--- config.mk ---
export PLATFORM = sky130hd
export DESIGN_NAME = mousetrap_pipe_sync
export DESIGN_NICKNAME = d
export VERILOG_FILES = /design/src/rtl/mousetrap_pkg.sv /design/src/rtl/mousetrap_pipe_sync_phase_sync.sv /design/src/rtl/mousetrap_pipe_sync.sv
export SDC_FILE = /design/constraint.sdc
export NUM_CORES = 1
export LEC_CHECK = 0
export CAP_MARGIN = 10
export CORE_ASPECT_RATIO = 0.7
export CORE_MARGIN = 8
export CORE_UTILIZATION = 40
export CTS_CLUSTER_SIZE = 30
export DETAILED_ROUTE_END_ITERATION = 16
export GPL_ROUTABILITY_DRIVEN = 0
export SETUP_SLACK_MARGIN = 0.1
export SLEW_MARGIN = 15
export SYNTH_ARGS = -nofsm -noshare
export SYNTH_HDL_FRONTEND = slang
export SYNTH_SLANG_ARGS = --single-unit
--- constraint.sdc ---
create_clock -name clk -period 1.79 [get_ports clk]
set_input_delay 0.179 -clock clk [delete_from_list [all_inputs] [get_ports clk]]
set_output_delay 0.179 -clock clk [all_outputs]
set_load 0.1 [all_outputs]
--- src/rtl/mousetrap_pkg.sv ---
// Shared definitions for the clocked MOUSETRAP-style two-phase FIFO.
package mousetrap_pkg;

  localparam int   DEFAULT_DATA_WIDTH = 4;
  localparam int   DEFAULT_DEPTH      = 4;
  // Every two-phase wire rests at this level after reset.
  localparam logic PHASE_IDLE         = 1'b0;

  // Ceiling log2; clog2(1) = 0.
  function automatic int clog2(input int value);
    int r;
    r = 0;
    while ((1 << r) < value) r++;
    return r;
  endfunction

endpackage

--- src/rtl/mousetrap_pipe_sync_phase_sync.sv ---
// Phase synchroniser: STAGES-deep flop chain on a 1-bit two-phase signal.
// With STAGES = 0 the input is already in the clk domain and passes straight through.
module phase_sync
  import mousetrap_pkg::*;
#(
  parameter int STAGES = 0
) (
  input  logic clk,
  input  logic reset,
  input  logic d,
  output logic q
);

  if (STAGES == 0) begin : g_wire
    logic unused_clk_reset;
    assign unused_clk_reset = clk ^ reset;
    assign q = d;
  end else begin : g_chain
    logic [STAGES-1:0] chain;

    // Shift the incoming phase through the chain; the last flop is the synchronised view.
    always_ff @(posedge clk or posedge reset) begin
      if (reset) begin
        chain <= {STAGES{PHASE_IDLE}};
      end else begin
        chain[0] <= d;
        for (int i = 1; i < STAGES; i++) chain[i] <= chain[i-1];
      end
    end

    assign q = chain[STAGES-1];
  end

endmodule

--- src/rtl/mousetrap_pipe_sync.sv ---
// Bundled-data FIFO with two-phase req/ack on both sides. The head entry is
// popped into data_out when issued, so the stage holds DEPTH buffered tokens
// plus one in flight downstream.
module mousetrap_pipe_sync
  import mousetrap_pkg::*;
#(
  parameter int DATA_WIDTH  = DEFAULT_DATA_WIDTH,
  parameter int DEPTH       = DEFAULT_DEPTH,
  parameter int SYNC_STAGES = 0
) (
  input  logic                        clk,
  input  logic                        reset,
  input  logic [DATA_WIDTH-1:0]       data_in,
  input  logic                        req_in,
  output logic                        ack_out,
  output logic [DATA_WIDTH-1:0]       data_out,
  output logic                        req_out,
  input  logic                        ack_in,
  output logic [clog2(DEPTH+1)-1:0]   count,
  output logic                        full,
  output logic                        empty
);

  localparam int CNT_W = clog2(DEPTH + 1);
  localparam int PTR_W = (DEPTH > 1) ? clog2(DEPTH) : 1;

  logic [DATA_WIDTH-1:0] mem [DEPTH];
  logic [PTR_W-1:0]      wr_ptr;
  logic [PTR_W-1:0]      rd_ptr;
  logic                  req_s;
  logic                  ack_s;
  logic                  in_pend;
  logic                  out_idle;
  logic                  accept;
  logic                  issue;

  // Pointer increment with wrap at DEPTH-1, so non-power-of-two depths work.
  function automatic logic [PTR_W-1:0] next_ptr(input logic [PTR_W-1:0] p);
    return (p == PTR_W'(DEPTH - 1)) ? '0 : p + 1'b1;
  endfunction

  phase_sync #(.STAGES(SYNC_STAGES)) u_req_sync (
    .clk   (clk),
    .reset (reset),
    .d     (req_in),
    .q     (req_s)
  );

  phase_sync #(.STAGES(SYNC_STAGES)) u_ack_sync (
    .clk   (clk),
    .reset (reset),
    .d     (ack_in),
    .q     (ack_s)
  );

  // A request is pending while the upstream phase differs from our ack phase;
  // the output is free once downstream has matched our request phase.
  assign in_pend  = req_s ^ ack_out;
  assign out_idle = (req_out == ack_s);
  assign full     = (count == CNT_W'(DEPTH));
  assign empty    = (count == '0);
  // Both use pre-edge occupancy: a same-edge issue does not make room for an accept.
  assign accept   = in_pend && !full;
  assign issue    = out_idle && !empty;

  // Storage array: written on accept, deliberately not reset.
  always_ff @(posedge clk) begin
    if (accept) mem[wr_ptr] <= data_in;
  end

  // Upstream side: write pointer advance and ack phase toggle.
  always_ff @(posedge clk or posedge reset) begin
    if (reset) begin
      wr_ptr  <= '0;
      ack_out <= PHASE_IDLE;
    end else if (accept) begin
      wr_ptr  <= next_ptr(wr_ptr);
      ack_out <= ~ack_out;
    end
  end

  // Downstream side: pop head into data_out, advance read pointer, toggle req.
  always_ff @(posedge clk or posedge reset) begin
    if (reset) begin
      rd_ptr   <= '0;
      req_out  <= PHASE_IDLE;
      data_out <= '0;
    end else if (issue) begin
      rd_ptr   <= next_ptr(rd_ptr);
      req_out  <= ~req_out;
      data_out <= mem[rd_ptr];
    end
  end

  // Occupancy of the buffer, excluding the token already presented downstream.
  always_ff @(posedge clk or posedge reset) begin
    if (reset) begin
      count <= '0;
    end else begin
      case ({accept, issue})
        2'b10:   count <= count + 1'b1;
        2'b01:   count <= count - 1'b1;
        default: count <= count;
      endcase
    end
  end

endmodule

* Word-level counts from Yosys, hierarchy flattened *
Memories as Yosys holds them, arrays and structs flattened. A register that Yosys moved wholly into a read port is not among the register bits.
Cells that the tools add are included.

word-level totals
  output and inout bits = 11
  RAM bits = 16
  memories kept = 1
  input port bits = 8
  register bits after elaboration = 9
  word-level logic and storage cells = 30

cells by class
  multiplexer cells = 5
  equal/unequal tests = 6
  reductions and logical operators = 6
  bitwise logic cells = 3
  add/sub/neg operators = 4

memory list
  name  words  width  rd ports  clocked after Yosys merged registers in  wr ports  line                       text
  mem   4      4      1         1                                        1         mousetrap_pipe_sync.sv:27  logic [DATA_WIDTH-1:0] mem [DEPTH];

operators by type and width
  kind                 count
  $eq 2x2->1 const B   3
  $pmux 3 s2           1
  $add 2x1->2 const B  2
  $mux 2               2
  $add 3x1->3 const B  1
  $eq 3x3->1 const B   1
  $logic_not 3->1      1
  $sub 3x1->3 const B  1
  $eq 2x1->1 const B   1
  $logic_and 1x1->1    2
  $logic_not 1->1      2
  $mux 1               2
  $not 1->1            2
  $reduce_bool 2->1    1
  $eq 1x1->1           1
  $xor 1x1->1          1

* Longest topological paths before layout *
  word-level depth = 5
  mapped depth = 9
  depth with buffers taken out = 9

* Hierarchy *
Synthesis repeated with hierarchy kept, for this count alone.

second synthesis, totals
  cell total of the unflattened synthesis = 78
  area total of the unflattened synthesis = 1,306.3 um^2

by module, submodules not included
  module               times used  cells an instance  area an instance (um^2)  sequential area each (um^2)
  mousetrap_pipe_sync  1           76                 1,291.2                  805.8
  phase_sync           2           1                  7.5                      0.0

* Worst setup path after synthesis *
Ideal clock, no wire load.

  path type = register to register
  start point = register count[2]
  end point = register count[2]
  buffers on the path = 0
  required time = 1.625 ns
  library setup time = 0.165 ns
  cell stages (with the launch flop) = 10
  data arrival time = 3.179 ns
  setup slack = -1.554 ns
  period minus slack after synthesis = 3.344 ns
  cells stage by stage = dfrtp_1 -> nor3b_4 -> nor2_2 -> inv_1 -> ha_1 -> inv_1 -> fa_1 -> xor2_1 -> nor2_1 -> xor2_1

on the way
  longest elaborated chain between the ends = 5
  elaborated cells between the ends (all ways) = 12
  those cells by class = add/sub: 2; eq/ne: 3; mux: 1; reduce/logical: 6

RTL lines
  item                                             line                        text
  start: declaration                               mousetrap_pipe_sync.sv:19   output logic [clog2(DEPTH+1)-1:0] count,
  start signal: assignment                         mousetrap_pipe_sync.sv:101  2'b10: count <= count + 1'b1;
  start signal: assignment                         mousetrap_pipe_sync.sv:102  2'b01: count <= count - 1'b1;
  start signal: assignment                         mousetrap_pipe_sync.sv:103  default: count <= count;
  $eq 3x3->1 *                                     mousetrap_pipe_sync.sv:60   assign full = (count == CNT_W'(DEPTH));
  via full                                         mousetrap_pipe_sync.sv:20   output logic full,
  $logic_not 1->1 *                                mousetrap_pipe_sync.sv:63   assign accept = in_pend && !full;
  $logic_and 1x1->1 *                              mousetrap_pipe_sync.sv:63
  $eq 2x1->1 or $eq 2x2->1 (tied branches)         mousetrap_pipe_sync.sv:100  case ({accept, issue})
  $pmux 3 s2 or $reduce_bool 2->1 (tied branches)  --

The timed path passes the listed nets; every way through them passes the cells marked *.
A chain may end at the register's enable or synchronous reset.

* Final worst setup path *
  start point = register count[0]
  end point = output empty

on the way
  longest elaborated chain between the ends = 1

RTL lines
  item              line                       text
  $logic_not 3->1   mousetrap_pipe_sync.sv:61  assign empty = (count == '0);
  end: declaration  mousetrap_pipe_sync.sv:21  output logic empty

Every way passes these cells.

==> impl_metrics.toml <==
[status]
status = "complete, but fails checks"
violations = "setup timing"

[route]
dr.pass1.iters = 6
drt_first_iter_violations = 47
drt_wl_total_um = 2260
drc = 0
viasPerCell = 4.59
wl_per_cell_um = 15.2
vias = 684
antenna_left = 0

[setup_path]
reg2regPathDepth = 9
path_max_fanout = 4
cp-end-kind = "output pin"
criticalPathCategory = "flip-flop to output pin"
crit_arrival_ps = 1680
startpoint_type = "flip-flop"
reg2reg_slack_ps = -60
required_ps = 1610
timing.rr.start = "count[0]$_DFFE_PP0P_"
r2r_end = "count[2]$_DFFE_PP0P_"

[cts]
clk_pin_slew_ps = 70
hold_buffers = 0
cts-htree-levels = 2
cts_inserted_buffers = 5
ctsResizeCount = 0
clock-sinks = 29
cts-root-buf = "clkbuf_8"
cts_buffer_depth = 2
clk_latency_ps = 280
cts_tree = "yes"

[placed_design]
dp_slack_ps = -225
place_area_sq_um = 1630
port_buffers = 18
hpwl_um = 1660

[sta]
fin_skew_ps = 9.43
slew-limit-headroom_pct = 63.5
post-route-min-period_ps = 1860
hold_ws_ps = 238
layout_setup_ws_ps = -72.9
tns_ps = -130
fin_crit_sh_pct = 104
setup_viol = 2
final_hold_viol_count = 0
rsz0062_at_grt = "yes"
slew_violations = 0
tightest_slew_ps = 548
fmax_ghz = 0.537

[floorplanning]
core_area_sq_um = 3130
die_y_um = 63.7
initial_core_util_pct = 41.6
io_pins = 19
rows = 17
dieWidth_um = 84.2
dieArea_sq_um = 5360

[synthesis]
synth.distinct_cells = 19
yosysWarnings = 0
synthCells = 76
synth-seq-cells = 29
ys_seq_area_share_pct = 61.9
syn_nets = 91
avgSynthCellArea_sq_um = 17.1
synth_area_sq_um = 1300

[global_route]
grtUsageTotal_pct = 9.23
grt_max_degree = 14
grt_pass1_wl_um = 3730
grt-ovfl-total = 0
grt_pass1_vias = 735
antenna_found_initial = 0

[finish]
final_common_cell = "buf_4"
final_area_sq_um = 1760
drive_gt1_share_pct = 45.0
num-nets-final = 125
diodes = 0
area_delta_synth_final_pct = 35.3
final_cell_mix = "17 x buf_4, 16 x edfxtp_1, 10 x dfrtp_1"

[job]
drv_cap = 0

[worst_hold_path]
hold_class = "primary input to async pin"
==> cells in the mapped netlist <==
cell | instances | share of area, %
and2_1 | 4 | 1.9
xnor2_1 | 2 | 1.3
ha_1 | 6 | 5.8
nor3b_4 | 1 | 1.4
mux2i_1 | 2 | 1.5
nor2_1 | 3 | 0.87
dfrtp_1 | 13 | 25
edfxtp_1 | 16 | 37
xor2_1 | 3 | 2.0
buf_6 | 1 | 0.87
nor3_4 | 1 | 1.3
mux2_4 | 4 | 4.6
nor2_4 | 1 | 0.87
mux2_1 | 2 | 1.7
mux2_2 | 3 | 2.6
nor2_2 | 1 | 0.48
inv_1 | 8 | 2.3
fa_1 | 1 | 1.5
mux4_2 | 4 | 6.9
==> per-layer routing <==
metal	routed length, um	track usage (%)	share of wire [%]
met3	154	4.49	6.8
met4	27	4.51	1.2
met1	1000	10.8	44
met5	0	0	0
met2	1070	13.8	47
==> layout make-up <==
| type | instances | area, sq um |
|---|---|---|
| sequential | 29 | 815 |
| tap | 38 | 47.5 |
| fill | 263 | 1370 |
| timing repair buffer | 28 | 278 |
| clock buffer | 7 | 86.3 |
| multi-input combinational | 38 | 474 |
| inverter | 8 | 30.0 |
| clock inverter | 1 | 30.0 |
==> worst max-delay path, cell delays in order, from the launching register on <==
cell	delay (ps)
dfrtp_4	490
buf_4	170
nor3_4	220
buf_4	140
buf_4	90
buf_4	120
buf_12	170
==> how the worst max path moves through the flow <==
stage                                     from                   end  cells after the start
after floorplan           count[2]$_DFFE_PP0P_  count[2]$_DFFE_PP0P_                      9
after global placement                  req_in  count[2]$_DFFE_PP0P_                     10
after detailed placement                req_in  count[2]$_DFFE_PP0P_                     10
after CTS                 count[0]$_DFFE_PP0P_  count[2]$_DFFE_PP0P_                      9
after global routing      count[0]$_DFFE_PP0P_  count[2]$_DFFE_PP0P_                      9
final                     count[0]$_DFFE_PP0P_                 empty                      6
==> per-stage QoR <==
stage,std cells,utilization (%)
detailed placement,139,52.1
finish,149,56.3
CTS,148,56.1
global route,149,56.3
global placement,139,52.1
floorplan,76,-
==> state kept, by name, indices dropped and copies added, names as in the netlist <==
signal,flops
count,3
data_out,4
req_out,1
ack_out,1
wr_ptr,2
rd_ptr,2
mem,16
==> cells by family after synthesis <==
family	count (synthesis)	synth area share, %
XOR/XNOR	5	3.37
AND/OR/NAND/NOR	11	6.83
flip-flops	29	61.9
buffers and inverters	9	3.17
multiplexers	15	17.4
adder cells (fa/ha/maj)	7	7.31
==> timing repair <==
action / in CTS / in global routing
endpoints found under the setup margin: 2 / 3
pin swaps: 3 / 1
setup buffers: 1 / 1
Power is left out: the tool's default activity adds up to more than one toggle a clock period on the data nets, which glitch-free logic cannot reach.
